[src/rtl/bcd_adder.sv]
// bcd_adder: registered multi-digit BCD adder with per-digit decimal correction.
// Out-of-range digits (10..15) still go through the same correction rule; ERR flags them.
module bcd_adder #(
    parameter int DIGITS = 1
) (
    input  logic                  clk,
    input  logic                  rst_n,
    input  logic                  IN_VALID,
    input  logic [4*DIGITS-1:0]   IN_A,
    input  logic [4*DIGITS-1:0]   IN_B,
    input  logic                  CIN,
    output logic [4*DIGITS-1:0]   SUM,
    output logic                  COUT,
    output logic                  OUT_VALID,
    output logic                  ERR
);
    logic [DIGITS:0]     c;
    logic [4:0]          s;
    logic [4*DIGITS-1:0] sum_d;
    logic                err_d;

    always_comb begin
        c     = '0;
        c[0]  = CIN;
        s     = '0;
        sum_d = '0;
        err_d = 1'b0;
        for (int i = 0; i < DIGITS; i++) begin
            s                = {1'b0, IN_A[4*i +: 4]} + {1'b0, IN_B[4*i +: 4]} + {4'd0, c[i]};
            sum_d[4*i +: 4]  = (s > 5'd9) ? s[3:0] + 4'd6 : s[3:0];
            c[i+1]           = s > 5'd9;
            err_d            = err_d | (IN_A[4*i +: 4] > 4'd9) | (IN_B[4*i +: 4] > 4'd9);
        end
    end

    always_ff @(posedge clk or negedge rst_n) begin
        if (!rst_n) begin
            SUM       <= '0;
            COUT      <= 1'b0;
            ERR       <= 1'b0;
            OUT_VALID <= 1'b0;
        end else begin
            OUT_VALID <= IN_VALID;
            if (IN_VALID) begin
                SUM  <= sum_d;
                COUT <= c[DIGITS];
                ERR  <= err_d;
            end
        end
    end
endmodule

[config.mk]
export PLATFORM = sky130hd
export DESIGN_NAME = bcd_adder
export DESIGN_NICKNAME = d
export VERILOG_FILES = /design/src/rtl/bcd_adder.sv
export SDC_FILE = /design/constraint.sdc
export NUM_CORES = 1
export LEC_CHECK = 0
export CAP_MARGIN = 0
export CORE_MARGIN = 4
export CORE_UTILIZATION = 39
export DETAILED_ROUTE_END_ITERATION = 7
export PLACE_DENSITY = 0.71
export SYNTH_ARGS = -nofsm -noshare
export SYNTH_HDL_FRONTEND = slang
export SYNTH_SLANG_ARGS = --single-unit
export TNS_END_PERCENT = 1
[constraint.sdc]
create_clock -name clk -period 0.8 [get_ports clk]
set_input_delay 0.12 -clock clk [delete_from_list [all_inputs] [get_ports clk]]
set_output_delay 0.12 -clock clk [all_outputs]
set_load 0.1 [all_outputs]
* Word-level counts from Yosys, hierarchy flattened
Index checks and enable logic that the tools add are counted.
Operators by class: add/subtract/negate cells 3, $lt $le $gt $ge 3, mux-type cells 1, bitwise gates (word level) 1
Operators by type and width (number):
- $gt A4 B4 Y1 const B | 2
- $add A4 B4 Y5 | 1
- $add A5 B1 Y5 | 1
- $gt A5 B4 Y1 const B | 1
- $add A4 B3 Y4 const B | 1
- $mux W4 | 1
- $or A1 B1 Y1 | 1
Storage, ports and cells: register bits after elaboration 7, bits of input ports 12, output and inout bits 7, word-level logic and storage cells 12

* Logic depth before layout (Yosys ltp)
Gate-level depths: netlist of the first run.
depth in word-level cells 4, gate-level depth with buffers 8, mapped depth without buffers 8

* Worst setup path after synthesis of the first run
Ideal clock, no wire load.
kind input to register, start input IN_B[0], end register SUM[1], setup time 0.069 ns, arrival time 2.229 ns, required time 0.731 ns, setup slack -1.498 ns, stages 8, buffers on the path 0, cells stage by stage fa_1 > fa_1 > xnor2_1 > ha_1 > nor2b_1 > and3_4 > or4_1 > nand3_1
On the way: longest elaborated chain between the ends 4, elaborated cells between the ends (all ways) 5, classes of those cells 3 x add/sub; 1 x order compare; 1 x mux
RTL lines:
- start: declaration | RTL line 10 | input logic [4*DIGITS-1:0] IN_B,
- $add A4 B4 Y5 (*) | RTL line 29 | s = {1'b0, IN_A[4*i +: 4]} + {1'b0, IN_B[4*i +: 4]} + {4'd0, c[i]};
- $add A5 B1 Y5 (*) | RTL line 29
- $add A4 B3 Y4 or $gt A5 B4 Y1 (tied branches) | RTL line 30 | sum_d[4*i +: 4] = (s > 5'd9) ? s[3:0] + 4'd6 : s[3:0];
- $mux W4 (*) | RTL line 30
- end signal: assignment | RTL line 45 | SUM <= sum_d;
- end: declaration | RTL line 12 | output logic [4*DIGITS-1:0] SUM,
Every way passes the cells marked *; elsewhere a longest branch is shown, timed or not. A chain may end at the register's enable or synchronous reset.

* Final worst setup path of the first run
start input IN_B[0], end register SUM[2]
The elaborated chain is that of the path after synthesis.

==> impl_metrics.yaml, run 1 <==
synth:
  syn-instance-count: 60
  synth_area_um2: 559
  ys_seq_area_share_pct: 31.3
  ys_seq_elements: 7
  syn_avg_cell_area_um2: 9.32
  ys.warnings.count: 0
  syn_nets: 78
  synth_edf_count: 0
  ys.flop_type: "dfrtp_1"
  synthArstFlopShare_pct: 100
  ys_types: 28
clock_tree:
  htreeDepth: 1
  clk-insertion-delay-late_ps: 250
  clk_pin_slew_ps: 50
  cts_buffers: 3
  root_buffer: "clkbuf_4"
  clk_path_buf_depth: 2
  cts_hold_buf: 0
  cts_tree: "done"
  cts_sinks: 7
layout:
  layout-drive-gt1-share_pct: 46.9
  final_cells: 111
  multi_input_area_um2: 445
  fillers: 99
  n_antenna_cell: 0
  seq_area_um2: 175
  final_nets: 115
  syn2layout_area_growth_pct: 86.6
  fin_util_pct: 78.2
sta:
  setup_slack_ps: -1100
  hold_viol_final: 0
  finalCritPeriodShare_pct: 237
  tightest_slew_ps: 325
  fmax_mhz: 526
  finalCriticalPeriod_ps: 1900
  slew_headroom_pct: 78.3
  rsz0062_at_grt: "yes"
  maxSlewViolCount: 0
  skew_ps: 0
  setup-violations-final: 13
global_route:
  grt_antenna_before_repair: 0
  track_usage_pct: 19.0
  grt_max_degree: 13
  grt_pass1_wl_um: 2890
  grt_pass1_vias: 691
  grt.overflow.total: 0
  met3_usage_pct: 2.37
  grt_use_met2_pct: 35.7
  busiest_layer: "met2"
  grt_use_met1_pct: 19.8
floorplanning:
  dieArea_mm2: 0.00210
  initial_utilization_pct: 41.9
  rows: 13
  io_pins: 19
  die_h_um: 45.9
  fp.coreArea_mm2: 0.00133
  die_w_um: 45.9
setup_path:
  crit_path_start: "IN_B[0]"
  critical-path-slowest-cell: "fa_2"
  endpoint_kind: "flop"
  slowest_delay_ps: 550
  crit_top_cell: "fa_2"
  cp_max_fo: 5
  worstSetupPathType: "in2reg"
  cp_cell_sequence: "buf_6, fa_2, fa_2, inv_2, ha_4, nor3b_2, mux2i_1, a311oi_1, a211oi_1"
  critPathLaunchType: "input port"
  r2r-start: "SUM[1]"
  cp_data_required_time_ps: 930
  worstPathArrival_ps: 2030
outcome:
  violations: "setup timing"
  status: "finished with violations"
drt:
  vias_per_cell: 5.56
  post-route-drc-count: 0
  drt_wl_total_um: 1560
  final_antenna_net_count: 0
  vias: 617
  dr.first_iter.drc_count: 5
  drtPass1Iterations: 4
  wl_per_cell_um: 14.0
place:
  port-buffer-count: 18
  dp_slack_ps: -1870
  gp_routability_congestion: 0.935
  dp_hpwl_um: 1300
  dp_cells: 107
pwr:
  power.total_mw: 2.47
  peakVddDrop_mv: 1.02
  p_leak_nw: 0.463
  powerDensity_mw_per_mm2: 2360
hold_path:
  hp-class: "in2async"
flow_run:
  maxCapViolations: 0
==> what timing repair did <==
action | 4_1_cts | 5_1_grt
pin swaps | 7 | 1
endpoints found under the setup margin | 13 | 13
setup buffers | 0 | 0
resized for setup | 28 | 3
==> cells by family (layout without fill, tap and decap cells) <==
logic type,after synthesis,after routing,synth area share (%)
AO/OA/AOI/OAI,20,20,25.3
AND/OR/NAND/NOR,19,19,18.6
flip-flops,7,7,31.3
adder cells (fa/ha/maj),6,6,16.1
buffers and inverters,5,41,3.35
multiplexers,2,2,3.80
XOR/XNOR,1,1,1.57
==> power breakdown <==
part | switching, mW | internal, mW
clock network | 0.139 | 0.191
registers | 0.0673 | 0.429
logic | 0.926 | 0.713
==> layout by cell type (no fill, tap or decap), types with 2 or more instances in the layout <==
cell type        synthesis  final
a21oi_1                  3      3
ha_1                     4      3
clkdlybuf4s50_1          0      6
dlygate4sd2_1            0      2
a31oi_1                  3      3
o21ai_1                  0      2
dfrtp_1                  7      7
nand2_1                  2      2
a211oi_2                 0      2
buf_4                    0     12
o2111ai_1                2      2
clkbuf_4                 0      3
buf_6                    0      4
buf_2                    0      2
nor2b_1                  3      2
buf_12                   0      7
fa_2                     0      2
nor2_1                   6      5
nand3_1                  3      2
inv_1                    4      3
==> worst paths after layout <==
path / end / cells after the start / slack [ps]
max: SUM[2] / 9 / -1100
min: SUM[0] / 1 / 130
max reg2reg: SUM[1] / 3 / -100
min reg2reg: SUM[0] / 1 / 580
max in group asynchronous: SUM[2] / 1 / 430
min in group clk: OUT_VALID / 2 / 320
==> layout make-up <==
class / count / area share, %
clock buffer: 4 / 2.52
sequential: 7 / 16.8
inverter: 4 / 1.44
timing repair buffer: 33 / 34.8
multi-input combinational: 48 / 42.7
tap: 15 / 1.80
==> cells in the mapped netlist (all sizes together) (2+ instances only) <==
cell,count,area (um2)
o21ai,3,15.0
ha,4,50.1
nor2b,3,18.8
nand3,3,15.0
a31oi,3,18.8
dfrtp,7,175
a211oi,3,22.5
nand2,2,7.51
o2111ai,2,17.5
nor2,6,22.5
fa,2,40.0
a21oi,3,15.0
inv,4,15.0
==> critical path: cells and delay by family <==
kind / cells / cell delay, ps
adders and majority gates: 3 / 1120
AOI/OAI and AO/OA: 2 / 380
buffers and inverters: 2 / 150
and+or+nand+nor: 1 / 150
muxes: 1 / 110
==> per-layer routing <==
layer | routed length [um] | up-vias
li1 | - | 299
met1 | 597 | 296
met2 | 854 | 18
met3 | 78 | 4
met4 | 25 | 0
met5 | 0 | -
==> sequential cells by signal, summed over array words and instances (netlist names) <==
| register | count |
|---|---|
| ERR | 1 |
| OUT_VALID | 1 |
| COUT | 1 |
| SUM | 4 |
==> through the flow <==
stage	area (um2)	hold WS, ps	TNS [ps]
2_1_floorplan	583	-176	-7170
3_3_place_gp	961	398	-7920
3_5_place_dp	961	407	-8310
4_1_cts	1030	142	-5530
5_1_grt	1040	145	-6100
6_report	1040	126	-5470
(Power assumes the default switching activity.)
==> run 2: changes to the inputs <==
CTS_CLUSTER_SIZE = 8   (was default)
==> results of run 2 <==
Final layout, timing and power as in run 1 (identical DEF).
==> run 3: changes to the inputs <==
SKIP_CTS_REPAIR_TIMING = 1   (was default)
SKIP_LAST_GASP = 1   (was default)
==> run 3 against run 2 <==
- the flow still finishes with violations (setup timing)
- power is 0.84% lower
- sequential share of layout area unchanged
- worst hold slack hardly changed
- non-clock buffer count unchanged
- sequential cell count unchanged
- largest cell class unchanged
==> impl_metrics.yaml, run 3 (synthesis gave the netlist of run 1 again) <==
outcome:
  status: "finished with violations"
  violations: "setup timing"
setup_path:
  endpoint_kind: "flop"
  cp_max_fo: 5
  worstPathArrival_ps: 2050
  worstSetupPathType: "in2reg"
  critPathLaunchType: "input port"
  cp_data_required_time_ps: 930
  reg2regPathDepth: 3
  slowest_delay_ps: 550
  crit_top_cell: "fa_2"
  critical-path-slowest-cell: "fa_2"
  cp_cell_sequence: "buf_6, fa_2, fa_2, inv_2, ha_4, nor3b_2, mux2i_1, a311oi_1, a211oi_1"
  r2r_setup_slack_ps: -70
place:
  dp_slack_ps: -1870
  port-buffer-count: 18
  dp_hpwl_um: 1300
  gp_routability_congestion: 0.935
  dp_cells: 107
layout:
  layout_commonest_cell: "buf_4"
  final_cell_mix: "buf_4, dfrtp_1, clkdlybuf4s50_1, buf_12, nor2_1"
  fillers: 91
  top_register: "SUM"
  largest_register_ffs: 4
  n_antenna_cell: 0
  final_nets: 115
  layout-drive-gt1-share_pct: 45.8
  final_cells: 111
  syn2layout_area_growth_pct: 86.6
pwr:
  switchingPower_mw: 1.13
  power_frac_clock_pct: 13.4
  peakVddDrop_mv: 1.03
  combinationalPowerShare_pct: 66.5
  seq_power_share_pct: 20.1
  p_int_mw: 1.32
  powerDensity_mw_per_mm2: 2340
  p_leak_nw: 0.466
  power.total_mw: 2.44
  p_sw_share_pct: 46.1
drt:
  drtPass1Iterations: 2
  post-route-drc-count: 0
  dr.first_iter.drc_count: 2
  final_antenna_net_count: 0
  vias: 614
  wl_per_cell_um: 13.9
  drt_wl_total_um: 1540
  vias_per_cell: 5.53
floorplanning:
  rows: 13
  die_w_um: 45.9
  die_h_um: 45.9
  dieArea_mm2: 0.00210
  io_pins: 19
  initial_utilization_pct: 41.9
  fp.coreArea_mm2: 0.00133
sta:
  hold_viol_final: 0
  tightest_slew_ps: 324
  slew_headroom_pct: 78.3
  rsz0062_at_grt: "yes"
  maxSlewViolCount: 0
  finalCritPeriodShare_pct: 241
  setup-violations-final: 13
  finalCriticalPeriod_ps: 1930
  fmax_mhz: 519
  final.setup.tns_ps: -5820
  skew_ps: 0
  setup_slack_ps: -1130
clock_tree:
  cts_tree: "done"
  root_buffer: "clkbuf_4"
  clk_path_buf_depth: 2
  cts_buffers: 3
  clk-insertion-delay-late_ps: 250
  clk_pin_slew_ps: 50
  htreeDepth: 1
  cts_sinks: 7
hold_path:
  hp-class: "in2async"
flow_run:
  maxCapViolations: 0
global_route:
  grt_pass1_wl_um: 2760
  grt_pass1_vias: 682
  grt_max_degree: 13
  grt_antenna_before_repair: 0
  grt.overflow.total: 0
  track_usage_pct: 18.2
[run 3: cell type report]
| cell class | instances | area, um2 | area share (%) |
|---|---|---|---|
| Multi-Input combinational cell | 48 | 452 | 43.3 |
| Timing Repair Buffer | 33 | 357 | 34.2 |
| Sequential cell | 7 | 175 | 16.8 |
| Clock buffer | 4 | 26.3 | 2.52 |
| Tap cell | 15 | 18.8 | 1.80 |
| Inverter | 4 | 15.0 | 1.44 |
[run 3: worst max-delay path: cells and delay by family]
kind                       cells  cell delay [ps]
adders and majority gates      3             1130
AOI/OAI and AO/OA              2              380
and+or+nand+nor                1              170
buffers and inverters          2              150
muxes                          1              110
[run 3: path summary, 6_finish.rpt]
path	endpoint	start
max	SUM[2]	IN_B[0]
min	SUM[0]	rst_n
max reg2reg	SUM[1]	SUM[1]
min reg2reg	SUM[0]	SUM[0]
max in group asynchronous	COUT	rst_n
min in group clk	SUM[0]	IN_B[0]
[run 3: metrics by stage]
| stage | utilization (%) | cell area (um2) | hold slack, ps |
|---|---|---|---|
| after CTS | 74.0 | 987 | 142 |
| after floorplan | - | 583 | -176 |
| final | 78.2 | 1040 | 126 |
| after global placement | 72.0 | 961 | 398 |
| after detailed placement | 72.0 | 961 | 407 |
| after global routing | 78.2 | 1040 | 139 |
[run 3: power groups by stage]
| stage | Combinational, mW | Sequential, mW | Clock, mW |
|---|---|---|---|
| 6_report | 1.63 | 0.490 | 0.329 |
| 5_1_grt | 1.72 | 0.503 | 0.357 |
| 4_1_cts | 1.53 | 0.492 | 0.331 |
| 3_5_place_dp | 1.53 | 0.497 | 0 |
| 3_3_place_gp | 1.51 | 0.493 | 0 |
| 2_1_floorplan | 0.365 | 1.02 | 0 |
[run 3: layer usage]
metal | part of all wire, % | track usage [%] | vias to the layer above
met3 | 4.1 | 2.77 | 4
met2 | 56 | 33.2 | 14
met1 | 38 | 18.8 | 297
li1 | - | - | 299
met5 | 0 | 0 | -
met4 | 1.8 | 11.4 | 0
